`src/rtl/riscv_pkg.sv`:
```
// Shared RISC-V constants and types for the integer register file.
// Holds register count, address width, default data width and the address type.
package riscv_pkg;

  localparam int REG_COUNT    = 32;
  localparam int REG_ADDR_W   = 5;
  localparam int XLEN_DEFAULT = 32;

  typedef logic [REG_ADDR_W-1:0] reg_addr_t;

endpackage : riscv_pkg

```
`src/rtl/regfile_we_decode.sv`:
```
// One-hot write-select decoder: turns a register address plus enable into a
// REG_COUNT-wide select vector. The vector is all zeros whenever en is low.
module regfile_we_decode
  import riscv_pkg::*;
(
  input  logic                 en,
  input  reg_addr_t            addr,
  output logic [REG_COUNT-1:0] sel
);

  // Gating with an if keeps an unknown address from leaking into sel while disabled
  always_comb begin
    sel = '0;
    if (en) begin
      sel[addr] = 1'b1;
    end
  end

endmodule : regfile_we_decode

```
`src/rtl/register_file.sv`:
```
// 32 x XLEN register file, two combinational read ports, one synchronous write port.
// Optional same-cycle write-through forwarding is built when REGFILE_BYPASS_EN is defined.
module register_file
  import riscv_pkg::*;
#(
  parameter int              XLEN      = XLEN_DEFAULT,
  parameter logic [XLEN-1:0] RESET_VAL = '0
) (
  input  logic            CLK,
  input  logic            RESET,
  input  logic            WE,
  input  logic [4:0]      A3,
  input  logic [XLEN-1:0] WD,
  input  logic [4:0]      A1,
  input  logic [4:0]      A2,
  output logic [XLEN-1:0] RD1,
  output logic [XLEN-1:0] RD2
);

  logic [REG_COUNT-1:0] we_sel;
  logic [XLEN-1:0]      regs_q [REG_COUNT];
  logic [XLEN-1:0]      regs_d [REG_COUNT];

  regfile_we_decode u_we_decode (
    .en   (WE),
    .addr (reg_addr_t'(A3)),
    .sel  (we_sel)
  );

  // x0 is never loaded, so it holds the zero it takes on reset
  always_comb begin
    for (int i = 0; i < REG_COUNT; i++) begin
      regs_d[i] = regs_q[i];
      if (we_sel[i] && (i != 0)) begin
        regs_d[i] = WD;
      end
    end
  end

  always_ff @(posedge CLK or negedge RESET) begin
    if (!RESET) begin
      for (int i = 0; i < REG_COUNT; i++) begin
        regs_q[i] <= (i == 0) ? '0 : RESET_VAL;
      end
    end else begin
      for (int i = 0; i < REG_COUNT; i++) begin
        regs_q[i] <= regs_d[i];
      end
    end
  end

`ifdef REGFILE_BYPASS_EN
  logic fwd_ok;

  // Forward only a write that will really land: enabled, out of reset, not x0
  always_comb begin
    fwd_ok = WE && RESET && (A3 != 5'd0);
    RD1    = regs_q[A1];
    RD2    = regs_q[A2];
    if (fwd_ok && (A1 == A3)) begin
      RD1 = WD;
    end
    if (fwd_ok && (A2 == A3)) begin
      RD2 = WD;
    end
  end
`else
  always_comb begin
    RD1 = regs_q[A1];
    RD2 = regs_q[A2];
  end
`endif

endmodule : register_file

```
`config.mk`:
```
export PLATFORM = sky130hd
export DESIGN_NAME = register_file
export DESIGN_NICKNAME = d
export VERILOG_FILES = /design/src/rtl/riscv_pkg.sv /design/src/rtl/regfile_we_decode.sv /design/src/rtl/register_file.sv
export SDC_FILE = /design/constraint.sdc
export NUM_CORES = 2
export LEC_CHECK = 0
export CORE_MARGIN = 3
export CORE_UTILIZATION = 50
export CTS_BUF_LIST = sky130_fd_sc_hd__clkbuf_8
export CTS_CLUSTER_DIAMETER = 120
export DETAILED_ROUTE_END_ITERATION = 16
export PLACE_DENSITY = 0.74
export SETUP_SLACK_MARGIN = 0.3
export SKIP_CTS_REPAIR_TIMING = 1
export SLEW_MARGIN = 20
export SYNTH_ARGS = -nofsm -noshare
export SYNTH_HDL_FRONTEND = slang
export SYNTH_SLANG_ARGS = --single-unit
export TNS_END_PERCENT = 20
```
`constraint.sdc`:
```
create_clock -name CLK -period 7.22 [get_ports CLK]
set_input_delay 1.444 -clock CLK [delete_from_list [all_inputs] [get_ports CLK]]
set_output_delay 1.444 -clock CLK [all_outputs]
set_load 0.005 [all_outputs]
```
=== Yosys cells after proc, flatten, opt, wreduce, memory -nomap -nowiden ===
Index checks and enable logic that the tools add are counted.
Widths: inputs -> output; s select.

* Reduce and logical (&&, ||, !) cells: 1
* Order comparisons: 4
* Bitwise operators: 2
* Multiplexer cells: 9

{| class="wikitable"
|+ Operators by type and width
! operator !! count
|-
| $bmux 32 s5 || 2
|-
| $mux 32 || 5
|-
| $ge 6x6->1 const B || 2
|-
| $not 5->6 || 2
|-
| $lt 5x6->1 const B || 1
|-
| $demux 1 s5 || 1
|-
| $ge 5x1->1 const B || 1
|-
| $logic_and 1x1->1 || 1
|-
| $mux 1 || 1
|}

* Output and inout bits: 64
* Register bits after elaboration: 992
* Input bits: 50

=== Logic depth before layout (Yosys ltp) ===
* Depth in word-level cells: 5
* Mapped depth: 9
* Depth with buffers taken out: 4

=== Hierarchy ===
Synthesis repeated with hierarchy kept, for this count alone.

* Cells, all modules: 3661
* Area total of the unflattened synthesis: 53214.8 um2

{| class="wikitable"
|+ By module, submodules not included
! module !! area each (um2) !! cells an instance !! sequential area each (um2) !! times used
|-
| register_file || 52984.6 || 3614 || 24823.8 || 1
|-
| regfile_we_decode || 230.2 || 47 || 0.0 || 1
|}

=== Least setup slack after synthesis ===
OpenSTA, ideal clock, no wires.

* Kind: input to output
* Start: input port A2[0]
* End: output port RD2[10]
* Cell stages on the path: 7
* Data arrival time: 2.934 ns
* Slack: 2.842 ns
* Buffers on the path: 3
* Path through: buf_2 buf_6 buf_2 mux4_2 a22o_1 o21ai_1 o31ai_1

* Word-level cells in the longest chain between the ends: 4

{| class="wikitable"
|+ Ends and longest elaborated chain
! element !! line !! source
|-
| start, declared || register_file.sv:15 || <nowiki>input logic [4:0] A2,</nowiki>
|-
| $not 5->6 (not written as such) || register_file.sv:70 || <nowiki>RD2 = regs_q[A2];</nowiki>
|-
| $bmux 32 s5 || register_file.sv:70 ||
|-
| $mux 32 (not written as such) (2 in series) || register_file.sv:70 ||
|-
| end, declared || register_file.sv:17 || <nowiki>output logic [XLEN-1:0] RD2</nowiki>
|}

No other way between the ends. The select of a mux whose other input is x is not followed.

=== Worst setup path in the final report ===
* Start: input port A2[2]
* End: output port RD2[17]

Same word-level chain as after synthesis.

==> reports/results.ini <==
[status]
status = finished clean

[cts]
cts-buffers-inserted = 165
htreeDepth = 4
clk_pin_slew_ns = 0.06
cts_root_buf = clkbuf_8
clk_path_buf_depth = 3
cts.sinks = 992
clk_latency_ns = 0.83
cts_tree = yes

[route]
drt_iter0_drc = 3437
drt-pass1-iter-count = 5
drc = 0
antenna_left = 0
viasPerCell = 6.77
wl_per_cell_um = 30.5
num_vias = 34500
wl_um = 155000

[critical_path]
cp.buffers_inverters = 3
cp_slowest_cell = o31ai_1
required_ns = 5.78
end_kind = output pin
crit_family = buffers and inverters
cp-start-kind = input pin
slowest_delay_ns = 0.92
crit_chain = buf_8 > nand2_2 > buf_4 > o22ai_1 > a211oi_1 > o31ai_1 > clkdlybuf4s50_1
timing_worst_setup_path_type = in -> out
worstPathMaxFanout = 85
crit_arrival_ns = 4.96

[global_routing]
grt_pass1_vias = 35600
grt_max_degree = 157
grtUsageTotal_pct = 28.0
grt_antenna_before_repair = 11
grt_overflow = 0
grt_pass1_wl_um = 233000

[pwr]
power.total_mw = 16.0
sw_frac_of_total_pct = 28.4
p_sw_mw = 4.53
clockPowerShare_pct = 31.6
seqPwrFrac_pct = 46.7
ir_worst_vdd_uv = 141
power_leakage_nw = 25.5
combPwrFrac_pct = 21.7
p_per_area_mw_per_mm2 = 272
internal-power_mw = 11.4

[die]
core_area_sq_mm = 0.105
num_rows = 119
ioPinCount = 114
die_area_sq_mm = 0.110
start_util_pct = 50.5
die_x_um = 332
die_h_um = 332

[final_layout]
final_nets = 3622
area_delta_synth_final_pct = 10.2
final_layout_size_suffix_gt1_share_pct = 48.8
largest_register_ffs = 992
fillers = 8409
final_cell_mix = mux2_2, dfrtp_1, mux4_2, clkbuf_8, mux2i_1
layout_commonest_cell = mux2_2
regMostFlops = regs_q
top_regs = regs_q (992)

[hold_path]
min_path_type = reg -> reg

[sta]
worstMarginPinSlew_ns = 1.17
hold_viol = 0
fmax_ghz = 0.156
rsz0062_at_grt = no
fin_crit_ns = 6.40
slew_viol_final = 0
fin_tns_setup_ns = 0
hold_ws_ns = 0.504
relSlewSlack_pct = 22.2
setup_violations = 0
period_share_pct = 88.7
skew_ns = 0

[placed_design]
place.gp.congestion = 0.822
dp_hpwl_um = 92300
io_buffers = 113

[synth]
synth_edf_count = 0
synth.distinct_cells = 30
synthTopCellsByArea = dfrtp_1, mux2_2, mux4_2
synthesis.area_sq_mm = 0.0532
avgSynthCellArea_sq_um = 14.8
syn-num-nets = 3647
async_reset_ff_share_pct = 100
synth_flop_cell = dfrtp_1
synth.top_cell.area_share_pct = 46.7
ys_seq_elements = 992
synth_top_area_cell = dfrtp_1
ys_warn_count = 0
syn_inst = 3597
ys_seq_area_share_pct = 46.7

[job]
maxCapViolCount = 0

## final timing paths
| path | start | endpoint | slack [ns] | depth (start not counted) |
|---|---|---|---|---|
| hold reg to reg | regs_q[611]$_DFFE_PN0P_ | regs_q[611]$_DFFE_PN0P_ | 0.50 | 1 |
| setup / recovery | A2[2] | RD2[17] | 0.82 | 7 |
| min in group asynchronous | RESET | regs_q[137]$_DFFE_PN0P_ | 0.63 | 1 |
| setup reg to reg | regs_q[371]$_DFFE_PN0P_ | regs_q[371]$_DFFE_PN0P_ | 6.40 | 1 |
| max in group asynchronous | RESET | regs_q[601]$_DFFE_PN0P_ | 5.13 | 2 |
| hold / removal | regs_q[611]$_DFFE_PN0P_ | regs_q[611]$_DFFE_PN0P_ | 0.50 | 1 |
## area by class of cell
class                   count  area [sq um]  area share (%)
well taps                1391          1740            2.97
flip-flops and latches    992         24800            42.3
inverters                   2          7.51          0.0128
repair buffers            204          1940            3.31
clock buffers             203          2790            4.77
multi-input cells        2207         26800            45.7
clock inverters            86           526           0.896
diodes                      8          20.0          0.0342
## layer usage
layer  global-route usage (%)  part of all wire [%]  vias to the layer above  routed length (um)
li1                         -                     -                    13900                   -
met1                     38.1                    41                    18600               63500
met2                     43.5                    47                     1572               72500
met3                     6.70                   8.6                      330               13300
met4                     11.5                   3.7                        6                5800
met5                        0                 0.026                        -                  41
## cell usage after synthesis, types with 39 or more instances
master and count:
clkbuf_1 203, mux2_2 1016, dfrtp_1 992, mux2i_1 194
a22o_1 191, o31ai_1 64, o21ai_1 64, o22ai_1 64
a211oi_1 64, buf_1 59, mux4_2 384, buf_2 87
mux2_1 39, and2_1 66
## kinds of logic (layout without fill, tap and decap cells)
family | count (synthesis) | after routing | share of synthesized area (%)
flip-flops | 992 | 992 | 46.7
buffers and inverters | 398 | 495 | 3.43
AO/OA/AOI/OAI | 447 | 447 | 6.31
multiplexers | 1633 | 1633 | 42.2
other | 0 | 8 | 0
AND/OR/NAND/NOR | 127 | 127 | 1.35
## metrics by stage
step           util, %  setup slack, ns  area [sq um]  instances
3_5_place_dp      52.5            0.974         55400       4796
5_1_grt           55.6            0.827         58600       5087
2_1_floorplan        -             2.84         53200       3597
3_3_place_gp      52.5            0.987         55400       4796
6_report          55.6            0.816         58600       5093
4_1_cts           55.7            0.960         58700       5085
## power by group through the flow
stage,sequential (mW),clock [mW],combinational (mW)
2_1_floorplan,7.24,0,2.60
3_3_place_gp,7.41,0,3.37
3_5_place_dp,7.50,0,3.46
4_1_cts,7.40,5.11,3.47
5_1_grt,7.58,5.35,3.69
6_report,7.44,5.05,3.46
No activity file was read; power rests on OpenSTA's default activity.
